### src/rtl/nios2_div_pkg.sv
// nios2_div_pkg: shared FSM state, default width and counter sizing for the divide cell
package nios2_div_pkg;
  localparam int DIV_WIDTH_DEFAULT = 32;
  typedef enum logic [1:0] {IDLE, PREP, ITER, FIX} div_state_t;
  function automatic int clog2(input int v);
    int r = 0;
    while ((1 << r) < v) r++;
    return r;
  endfunction
endpackage

### src/rtl/nios2_div_step.sv
// nios2_div_step: one combinational restoring-division step on magnitudes
module nios2_div_step #(
  parameter int WIDTH = 32
) (
  input  logic [WIDTH-1:0] rem,
  input  logic             dvd_bit,
  input  logic [WIDTH-1:0] dvs,
  output logic [WIDTH-1:0] next_rem,
  output logic             q_bit
);
  logic [WIDTH:0] shifted, diff;
  // rem < dvs keeps the difference inside a signed WIDTH+1 range, so its MSB is the borrow
  assign shifted  = {rem, dvd_bit};
  assign diff     = shifted - {1'b0, dvs};
  assign q_bit    = ~diff[WIDTH];
  assign next_rem = diff[WIDTH] ? shifted[WIDTH-1:0] : diff[WIDTH-1:0];
endmodule

### src/rtl/nios2_cpu_div_cell.sv
// nios2_cpu_div_cell: iterative radix-2 restoring divider, signed/unsigned per operand.
// NIOS2_DIV_ZERO_DETECT_EN: short-circuit zero divisors and report div_by_zero.
module nios2_cpu_div_cell
  import nios2_div_pkg::*;
#(
  parameter int WIDTH = DIV_WIDTH_DEFAULT
) (
  input  logic             clk,
  input  logic             reset,
  input  logic             start,
  input  logic             src1_signed,
  input  logic             src2_signed,
  input  logic [WIDTH-1:0] src1,
  input  logic [WIDTH-1:0] src2,
  output logic             busy,
  output logic             result_valid,
  output logic [WIDTH-1:0] quotient,
  output logic [WIDTH-1:0] remainder,
  output logic             div_by_zero
);
  localparam int CW = clog2(WIDTH);
  div_state_t state;
  logic [CW-1:0] cnt;
  logic [WIDTH-1:0] a, b, dvd, dvs, rem, next_rem;
  logic s1s, s2s, q_neg, r_neg, dz, q_bit, a_neg, b_neg;
  assign a_neg = s1s & a[WIDTH-1];
  assign b_neg = s2s & b[WIDTH-1];
  nios2_div_step #(.WIDTH(WIDTH)) u_step (
    .rem(rem),
    .dvd_bit(dvd[WIDTH-1]),
    .dvs(dvs),
    .next_rem(next_rem),
    .q_bit(q_bit)
  );
  // dvd shifts dividend bits out of its MSB and quotient bits into its LSB
  always_ff @(posedge clk) begin
    if (reset) begin
      state        <= IDLE;
      cnt          <= '0;
      a            <= '0;
      b            <= '0;
      dvd          <= '0;
      dvs          <= '0;
      rem          <= '0;
      s1s          <= 1'b0;
      s2s          <= 1'b0;
      q_neg        <= 1'b0;
      r_neg        <= 1'b0;
      dz           <= 1'b0;
      busy         <= 1'b0;
      result_valid <= 1'b0;
      quotient     <= '0;
      remainder    <= '0;
      div_by_zero  <= 1'b0;
    end else begin
      result_valid <= 1'b0;
      case (state)
        IDLE: if (start) begin
          a     <= src1;
          b     <= src2;
          s1s   <= src1_signed;
          s2s   <= src2_signed;
          busy  <= 1'b1;
          state <= PREP;
        end
        PREP: begin
          dvd   <= a_neg ? -a : a;
          dvs   <= b_neg ? -b : b;
          rem   <= '0;
          cnt   <= '0;
          q_neg <= a_neg ^ b_neg;
          r_neg <= a_neg;
          dz    <= (b == '0);
`ifdef NIOS2_DIV_ZERO_DETECT_EN
          state <= (b == '0) ? FIX : ITER;
`else
          state <= ITER;
`endif
        end
        ITER: begin
          rem <= next_rem;
          dvd <= {dvd[WIDTH-2:0], q_bit};
          cnt <= cnt + CW'(1);
          if (cnt == CW'(WIDTH - 1)) state <= FIX;
        end
        FIX: begin
          quotient     <= dz ? '1 : q_neg ? -dvd : dvd;
          remainder    <= dz ? a : r_neg ? -rem : rem;
`ifdef NIOS2_DIV_ZERO_DETECT_EN
          div_by_zero  <= dz;
`else
          div_by_zero  <= 1'b0;
`endif
          result_valid <= 1'b1;
          busy         <= 1'b0;
          state        <= IDLE;
        end
        default: state <= IDLE;
      endcase
    end
  end
endmodule
### config.mk
export PLATFORM = sky130hd
export DESIGN_NAME = nios2_cpu_div_cell
export DESIGN_NICKNAME = d
export VERILOG_FILES = /design/src/rtl/nios2_div_pkg.sv /design/src/rtl/nios2_div_step.sv /design/src/rtl/nios2_cpu_div_cell.sv
export SDC_FILE = /design/constraint.sdc
export NUM_CORES = 1
export LEC_CHECK = 0
export ABC_AREA = 1
export BUFFER_PORTS_ARGS = -buffer_cell sky130_fd_sc_hd__buf_4
export CAP_MARGIN = 20
export CORE_UTILIZATION = 55
export CTS_BUF_LIST = sky130_fd_sc_hd__clkbuf_16
export DETAILED_ROUTE_END_ITERATION = 6
export PLACE_DENSITY = 0.74
export SLEW_MARGIN = 30
export SYNTH_ARGS = -nofsm -noshare
export SYNTH_HDL_FRONTEND = slang
export SYNTH_HIERARCHICAL = 1
export SYNTH_SLANG_ARGS = --single-unit
### constraint.sdc
create_clock -name clk -period 5.5 [get_ports clk]
set_input_delay 0.55 -clock clk [delete_from_list [all_inputs] [get_ports clk]]
set_output_delay 0.55 -clock clk [all_outputs]
set_load 0.01 [all_outputs]
==> run metrics, run 1 <==
Worst-Skew Late Latency=approximately 0.56 ns; antenna violations before repair=1; RSZ-0062 raised after global routing=false; Hold Violations, Final=0; layout cell share with drive strength beyond 1=10.5%; Die Span Y=~170 um; Comb power frac=between 50 and 60%; GRT overflow=0; Final WS setup=2.66 ns; CP Class=register to register; reg2reg setup slack=2.66 ns; area growth from synthesis to layout=12.7%; IO Count=about 140; chip width=between 150 and 200 um; register area share after synthesis=30.2%; post-cts resize count=0; Root Buffer=clkbuf_16; Worst-path clk slew=about 0.060 ns; Initial DRC Count=approximately 1500; Syn Area/Cell=6.07 um^2; Cell variety after synth=48; Net Sw Frac=between 40% and 50%; Post-synth EDFFs=0; fraction of registers with async set/reset=0%; Worst Max-Slew Pin Slew=0.925 ns; Place WS=a little under 3 ns; fmax=roughly 350 MHz; Max Cap Viol=0; static leakage=8.66 nW; CP Data Required Time=slightly below 6 ns; first-pass GRT wire length=80.0 mm; Slew Limit Fails=0; row count=61; count leader, synth=nand2_1; Worst Path Arrival=between 3 and 4 ns; drt pass-1 iters=6; syn nets=2708; total clock sinks=238; H-tree Lvls=1; final core occ=around 63%; Setup Fix Bufs, Post-CTS=0; skew final=0.0463 ns; Worst setup EP type=register; worst-path maximum fanout=between 50 and 60; Total GRT Usage=around a third; min-delay worst type=input port to register; PortBufs=134; Routed WL per cell=16.9 um; initial core utilization=between 50 and 60%; PwrDens=501 nW/um^2; die footprint=a little under 30000 um^2; largest net degree at the start of global routing=98; CTS Buffer Depth=3; Detail Route Antenna Nets=0; period utilisation layout=51.6%; Mapped Cells=between 2000 and 3000; Seq cells post-synth=between 200 and 250; via count=17000; routed wire length=between 50 and 60 mm; Placeable Area=~28000 um^2; Multi-input gate area=9140 um^2; relative slew slack=a little under two fifths; P_sw=roughly 0.0044 W; DR DRC count=0; Max VDD drop=about 340 uV; Int Pwr=approximately 0.0045 W; ys flop type=dfxtp_1; top-area cell type share of the netlist area=30.2%; Setup Viol. Count Final=0; clock share of power=between 20% and 30%; Synth area leader=dfxtp_1; GPL Wtd Cong=about 0.99; Post-synth top cells=nand2_1 (713), inv_1 (351), nor2_1 (245); Final min period=around 2.8 ns; register share of total power=roughly a quarter; status=finished, final reports clean; Netlist Area Pre-Place=15800 um^2; setup tns final=0 ns; hpwl dp=between 30 and 40 mm; register area=between 4000 and 5000 um^2; FILL cells=approximately 2800; Via density=between 5 and 6; critical path launch point type=register; synth top area cells=dfxtp_1 (30%), nand2_1 (17%), inv_1 (8.4%); vias in the first global route=14800; Post-CTS Hold Buffers=0; Post-layout nets=2773; CTS tree=done; Yosys warnings=6; cts bufs inserted=27
-- logic make-up after synthesis --
logic type,synth area share [%]
adder cells (fa/ha/maj),3.46
buffers and inverters,11.9
AND/OR/NAND/NOR,35.2
other,0.0238
flip-flops,30.2
AO/OA/AOI/OAI,17.1
XOR/XNOR,2.06
-- critical path, stage by stage (launching register included) --
cell	delay (ns)
dfxtp_1	0.37
ha_1	0.18
buf_4	0.38
clkinv_2	0.78
nor2_2	0.26
buf_4	0.37
nand3_1	0.17
o211ai_1	0.12
inv_1	0.06
-- metrics by stage --
step | hold WS (ns) | instances | area [um^2] | total power, W
finish | 0.258 | 3061 | 17800 | 0.00890
global route | 0.272 | 3060 | 17800 | 0.00953
CTS | 0.249 | 3060 | 17800 | 0.00878
detailed placement | 0.459 | 3010 | 16900 | 0.00699
global placement | 0.452 | 3010 | 16900 | 0.00693
floorplan | 0.448 | 2596 | 15800 | 0.00571
-- power by group through the flow --
stage	sequential (W)	clock, W	combinational, W
after detailed placement	0.00240	0	0.00459
after floorplan	0.00231	0	0.00340
final	0.00238	0.00180	0.00472
after CTS	0.00237	0.00181	0.00461
after global routing	0.00241	0.00187	0.00524
after global placement	0.00239	0	0.00454
-- cell usage in the layout (no fill, tap or decap), types with 20 or more instances in the layout --
cell,count
inv_1,351
ha_1,40
nand2_1,711
o21ai_0,145
clkbuf_16,27
nand4_1,30
dfxtp_1,238
xor2_1,29
nor3_1,24
nand2_2,20
inv_2,24
a21oi_1,237
buf_4,144
o22ai_1,32
nand3_1,211
nor2_1,243
-- state kept, by name, summed over array words and instances, names as in the netlist, 2 cells and up --
register,cells
state,2
remainder,32
dvd,32
b,32
quotient,32
cnt,5
dvs,32
a,32
rem,32
-- area by class of cell --
class	count	share of cell area [%]
repair buffers	145	6.15
clock inverters	23	1.13
flip-flops and latches	238	26.8
well taps	378	2.66
clock buffers	27	3.80
multi-input cells	1873	51.5
inverters	376	7.95
diodes	1	0.0141
-- routing by layer --
metal / global-route usage (%) / up-vias / wire, um
met3: 7.82 / 96 / 5000
met1: 48.9 / 7698 / 23500
li1: - / 8488 / -
met2: 52.5 / 718 / 21800
met5: 0 / - / 0
met4: 11.4 / 0 / 1550
-- worst paths after layout --
path | startpoint | endpoint | cells past startpoint
max | state[0] | quotient[11] | 8
min | src2_signed | s2s | 3
max reg2reg | state[0] | quotient[11] | 8
min reg2reg | remainder[4] | remainder[4] | 2
(Power assumes the default switching activity.)
==> inputs of run 2 (changes only) <==
--- a/config.mk
+++ b/config.mk
@@ -11,7 +11,7 @@
 export CORE_UTILIZATION = 55
 export CTS_BUF_LIST = sky130_fd_sc_hd__clkbuf_16
 export DETAILED_ROUTE_END_ITERATION = 6
-export PLACE_DENSITY = 0.74
+export PLACE_DENSITY = 0.77
 export SLEW_MARGIN = 30
 export SYNTH_ARGS = -nofsm -noshare
 export SYNTH_HDL_FRONTEND = slang
==> constraint.sdc (replaced) <==
create_clock -name clk -period 2.6 [get_ports clk]
set_input_delay 0.26 -clock clk [delete_from_list [all_inputs] [get_ports clk]]
set_output_delay 0.26 -clock clk [all_outputs]
set_load 0.01 [all_outputs]
==> run 2 against run 1 <==
Against the previous run:
- largest power group unchanged
- critical endpoint is now rem[0]
- non-clock buffer count up 82
- the flow now finishes with violations (DRC)
- die area did not move
- power grew 120%
==> run metrics, run 2 (synthesis gave the netlist of run 1 again) <==
period utilisation layout=99.0% (+47 points); Hold Violations, Final=0 (unchanged); CP Class=register to register; dpl cells=3053 (+1.4%); skew final=0.0203 ns (-0.0259 ns); initial core utilization=56.3% (unchanged); antenna violations before repair=0 (-1); largest net degree at the start of global routing=120 (+22%); die footprint=29300 um^2 (unchanged); row count=61 (unchanged); diode count=0 (-1); first-pass GRT wire length=84.7 mm (+5.8%); CTS Buffer Depth=3 (unchanged); min-delay worst type=input port to register; DR DRC count=4 (+4); total clock sinks=238 (unchanged); H-tree Lvls=1 (unchanged); Hold WS=0.00988 ns (-0.248 ns); Place WS=-0.0113 ns (-2.90 ns); commonest non-fill, non-tap cell in the layout=nand2_1; commonest cells after routing, fill and taps aside=nand2_1 (707), inv_1 (353), nor2_1 (242); Final min period=2.57 ns (-0.267 ns); static leakage=9.17 nW (+5.9%); Worst setup EP type=register; drt pass-1 iters=7 (+1); Final WS setup=0.0267 ns (-2.63 ns); PwrDens=1050 nW/um^2 (+110%); worst-path maximum fanout=8 (-86%); relative slew slack=52.8% (+15 points); final core occ=67.7% (+4.3 points); Worst-path clk slew=0.06 ns (about the same); vias in the first global route=15900 (+7.0%); GPL Wtd Cong=1.02 (+3.1%); fmax=389 MHz (+10%); Routed WL per cell=17.8 um (+5.3%); Root Buffer=clkbuf_16; Max VDD drop=699 uV (+110%); CTS tree=done; chip width=171 um (unchanged); Slew Limit Fails=0 (unchanged); routed wire length=56.2 mm (+8.3%); CP Data Required Time=3.06 ns (-2.85 ns); Via density=5.68 (+2.2%); status=finished with violations; Setup Viol. Count Final=0 (unchanged); Detail Route Antenna Nets=0 (unchanged); Placeable Area=28000 um^2 (unchanged); Initial DRC Count=2066 (+39%); post-layout instance count excluding filler cells=3149 (+2.9%); Total GRT Usage=36.9% (+2.0 points); Post-layout nets=2862 (+3.2%); FILL cells=2562 (-7.9%); Worst-Skew Late Latency=0.56 ns (about the same); Max Cap Viol=0 (unchanged); Worst Path Arrival=3.04 ns (-0.21 ns); GRT overflow=0 (unchanged); Worst Max-Slew Pin Slew=0.705 ns (-0.219 ns); cts bufs inserted=28 (+3.7%); failing checks=DRC; hpwl dp=41.3 mm (+4.9%); Die Span Y=171 um (unchanged); area growth from synthesis to layout=20.3%; PortBufs=134 (unchanged); IO Count=136 (unchanged); via count=17900 (+5.2%); layout cell share with drive strength beyond 1=13.6% (+3.1 points); critical path launch point type=register
[run 2: cell types whose count changed in the layout (fill, tap and decap cells not counted), moves of 10 or more]
cell and change:
buf_4 +44, dfxtp_1 -12, dfxtp_2 +12, ha_1 -19, ha_4 +10, nand2_8 +11
dlygate4sd3_1 +34
[run 2: power by group]
group	leakage [nW]	switching (W)	total [W]	internal (W)
clock	0.464	0.00162	0.00393	0.00230
combinational	6.76	0.00764	0.0111	0.00345
sequential	1.95	0.000618	0.00498	0.00436
total	9.17	0.00988	0.0200	0.0101
[run 2: timing repair]
action | CTS | global route
resized for setup | 2 | 62
hold buffers | 34 | 0
pin swaps | 0 | 13
gates cloned | 0 | 6
endpoints found under the setup margin | 13 | 33
setup buffers | 0 | 5
endpoints found under the hold margin | 34 | 0
[run 2: per-layer routing]
layer	GRT usage, %	vias to the layer above	part of all wire, %
met5	0	-	0
met4	13.4	0	3.6
met3	4.97	99	8.5
met2	60.1	863	45
met1	49.6	8251	43
li1	-	8665	-
[run 2: per-stage QoR]
stage          area, um^2  power [W]  setup TNS [ns]
3_5_place_dp        17200     0.0152         -0.0123
5_1_grt             19000     0.0213           -1.47
4_1_cts             18500     0.0192               0
3_3_place_gp        17200     0.0151               0
6_report            19000     0.0200               0
2_1_floorplan       15800     0.0121               0
[run 2: cell type report]
| type | instances | area (um^2) | share of cell area [%] |
|---|---|---|---|
| multi-input combinational | 1879 | 9530 | 50.3 |
| sequential | 238 | 4780 | 25.2 |
| timing repair buffer | 227 | 1850 | 9.77 |
| inverter | 376 | 1410 | 7.44 |
| clock buffer | 29 | 726 | 3.83 |
| tap | 378 | 473 | 2.49 |
| clock inverter | 22 | 183 | 0.964 |
[run 2: worst paths after layout]
kind | from | end | slack [ns] | cells past startpoint
hold / removal | src1[18] | a[18] | 0.01 | 3
setup / recovery | dvs[14] | rem[0] | 0.03 | 15
hold reg to reg | remainder[15] | remainder[15] | 0.47 | 2
setup reg to reg | dvs[14] | rem[0] | 0.03 | 15
[run 2: worst max-delay path: stages (launching register included)]
cell and delay, ns:
dfxtp_2 0.36, inv_1 0.05, ha_1 0.35, nand2_1 0.11
inv_1 0.08, nand2_1 0.07, nand2_1 0.10, a21oi_1 0.20
nand2_2 0.12, nand2_4 0.15, nand3_4 0.27, nand2_8 0.23
nand2_1 0.07, nand2_1 0.07, nand3_1 0.08, a21oi_1 0.18
==> inputs of run 3 (changes only) <==
--- a/config.mk
+++ b/config.mk
@@ -8,10 +8,10 @@
 export ABC_AREA = 1
 export BUFFER_PORTS_ARGS = -buffer_cell sky130_fd_sc_hd__buf_4
 export CAP_MARGIN = 20
-export CORE_UTILIZATION = 55
+export CORE_UTILIZATION = 45
 export CTS_BUF_LIST = sky130_fd_sc_hd__clkbuf_16
 export DETAILED_ROUTE_END_ITERATION = 6
-export PLACE_DENSITY = 0.77
+export PLACE_DENSITY = 0.65
 export SLEW_MARGIN = 30
 export SYNTH_ARGS = -nofsm -noshare
 export SYNTH_HDL_FRONTEND = slang
==> run 3 against run 2 <==
Against the previous run:
- die area is 22% higher
- critical endpoint is now rem[20]
- via count is 3.9% lower
- power is 0.83% lower
- hold slack worse by 0.0037 ns
- the flow now finishes without violations
- sequential share of layout area is 0.12 points lower
- highest routed layer unchanged
- wire length is 1.9% higher
- global-route usage is 5.8 points lower
- count of clock-buffer cells in the layout stayed put
- register-to-register slack better by 0.08 ns
- core utilization is 13 points lower
- sequential power hardly changed
==> run metrics, run 3 (synthesis gave the netlist of run 1 again) <==
period utilisation layout=95.8% (-3.1 points); Net Sw Frac=49.9% (+0.51 points); Worst-Skew Late Latency=0.55 ns (about the same); first-pass GRT wire length=87.7 mm (+3.5%); Worst Max-Slew Pin Slew=0.799 ns (+0.0938 ns); antenna violations before repair=1 (+1); Tot Pwr=0.0198 W (-0.83%); Crit path max-delay family=simple AND/OR/NAND/NOR gates; initial core utilization=45.6% (-11 points); hpwl dp=43.6 mm (+5.5%); Hold Violations, Final=0 (unchanged); Worst Path Arrival=2.96 ns (-0.08 ns); drt pass-1 iters=7 (unchanged); Hold Crit Start=src2[7]; worst-path maximum fanout=8 (unchanged); min-delay worst type=input port to register; Placeable Area=34500 um^2 (+23%); reg2reg end=rem[20]; die footprint=35800 um^2 (+22%); Post-layout nets=2872 (+0.35%); Worst-path clk slew=0.06 ns (about the same); Initial DRC Count=1402 (-32%); critical path launch point type=register; Total GRT Usage=31.1% (-5.8 points); Root Buffer=clkbuf_16; PortBufs=134 (unchanged); Comb power frac=56.7% (+1.3 points); CP Data Required Time=3.07 ns (about the same); Detail Route Antenna Nets=0 (unchanged); static leakage=9.24 nW (+0.84%); status=finished, final reports clean; worst path bufs/invs=3 (+1); cts bufs inserted=29 (+3.6%); Final min period=2.49 ns (-0.0816 ns); CP Cell Sequence=inv_1 -> ha_1 -> nand2_1 -> inv_1 -> nand2_2 -> inv_1 -> a21oi_1 -> nand2_2 -> nand2_4 -> nand3_4 -> nand2_4 -> nand2_1 -> nand2_1 -> nand3_1 -> a21oi_1; Hold Crit Depth=3 (unchanged); area growth from synthesis to layout=20.7%; CTS tree=done; H-tree Lvls=1 (unchanged); Final WS setup=0.108 ns (+0.0816 ns); Worst Hold Path EP=b[7]; Routed WL per cell=17.7 um (-0.84%); launching point of the worst reg2reg path=dvs[12]; routed wire length=57.2 mm (+1.9%); via count=17200 (-3.9%); chip width=189 um (+10%); Slowest Stage Delay on Critical Path=0.40 ns (+0.04 ns); cells on worst reg2reg path=15 (unchanged); Max Cap Viol=0 (unchanged); P_sw=0.00990 W (+0.21%); vias in the first global route=15700 (-1.2%); Via density=5.31 (-6.4%); setup tns final=0 ns (unchanged); Int Pwr=0.00993 W (-1.8%); relative slew slack=46.7% (-6.0 points); commonest non-fill, non-tap cell in the layout=nand2_1; GRT overflow=0 (unchanged); total clock sinks=238 (unchanged); CTS Buffer Depth=3 (unchanged); clock share of power=18.3% (-1.4 points); Hold WS=0.00621 ns (-0.00366 ns); PwrDens=1040 nW/um^2 (-1.1%); GPL Wtd Cong=0.963 (-5.2%); row count=68 (+11%); FILL cells=3607 (+41%); reg2reg setup slack=0.11 ns (+0.08 ns); Worst setup EP type=register; largest net degree at the start of global routing=119 (-0.83%); Die Span Y=189 um (+10%); register share of total power=25.0% (about the same); skew final=0.0208 ns (+0.000445 ns); layout cell share with drive strength beyond 1=13.8% (+0.18 points); CP Class=register to register; commonest cells after routing, fill and taps aside=nand2_1 (706), inv_1 (351), nor2_1 (239); fmax=401 MHz (+3.3%); Setup Viol. Count Final=0 (unchanged); Slew Limit Fails=0 (unchanged); Place WS=-0.0679 ns (-0.0566 ns); CP max stage cell=dfxtp_1; DR DRC count=0 (-4); Max VDD drop=1060 uV (+51%); IO Count=136 (unchanged)
[run 3: cell types whose count changed in the layout (fill, tap and decap cells not counted), sizes merged]
cell         previous run  this run
clkinv                 15        17
bufinv                  3         0
clkbuf                 29        32
diode                   0         1
buf                   193       206
nand2                 743       741
dlygate4sd3            34        29
[run 3: metal layers]
metal / vias up / track usage, % / part of all wire [%]
met5: - / 0 / 0
met1: 7851 / 42.6 / 46
met2: 556 / 51.3 / 46
met4: 0 / 9.37 / 3.0
li1: 8686 / - / -
met3: 89 / 3.08 / 5.6
[run 3: cell type report]
class	count	area, um^2	area share (%)
Multi-Input combinational cell	1877	9420	49.5
Sequential cell	238	4770	25.1
Inverter	376	1410	7.42
Clock inverter	21	109	0.572
Tap cell	455	569	2.99
Timing Repair Buffer	238	2010	10.6
Clock buffer	29	726	3.82
Antenna cell	1	2.50	0.0132
[run 3: stage by stage]
step                instances  area (um^2)  util [%]
finish                   3235        19000      55.1
global placement         3144        17500      50.6
floorplan                2596        15800         -
detailed placement       3144        17500      50.6
global route             3234        19000      55.0
CTS                      3223        18600      53.9
[run 3: how the worst max path moves through the flow]
stage	from	endpoint	slack [ns]	cells after the start
3_5_place_dp	dvd[31]	rem[22]	-0.07	18
5_1_grt	dvs[3]	rem[20]	-0.03	14
4_1_cts	dvd[31]	rem[23]	0.006	19
2_1_floorplan	dvd[31]	rem[19]	0.40	19
3_3_place_gp	dvd[31]	rem[0]	0.04	18
6_report	dvs[12]	rem[20]	0.11	15
[run 3: repair_timing]
action                                 in CTS  in global routing
setup buffers                               0                  4
endpoints found under the hold margin      29                  0
setup endpoints to repair                  33                 33
gates cloned                                0                  7
hold buffers                               29                  0
gates resized for setup                     1                 54
pin swaps                                   0                 11
[run 3: power groups by stage]
| stage | sequential (W) | clock (W) | combinational [W] |
|---|---|---|---|
| finish | 0.00496 | 0.00362 | 0.0112 |
| global route | 0.00504 | 0.00382 | 0.0124 |
| CTS | 0.00494 | 0.00369 | 0.0106 |
| detailed placement | 0.00502 | 0 | 0.0105 |
| global placement | 0.00500 | 0 | 0.0105 |
| floorplan | 0.00489 | 0 | 0.00720 |
[run 3: worst register-to-register path, delay by kind of cell (launching register included)]
family                   cells  cell delay (ns)
AND/OR/NAND/NOR              9             1.11
AO/OA/AOI/OAI                2             0.36
adder cells (fa/ha/maj)      1             0.35
flip-flops                   1             0.40
buffers and inverters        3             0.20
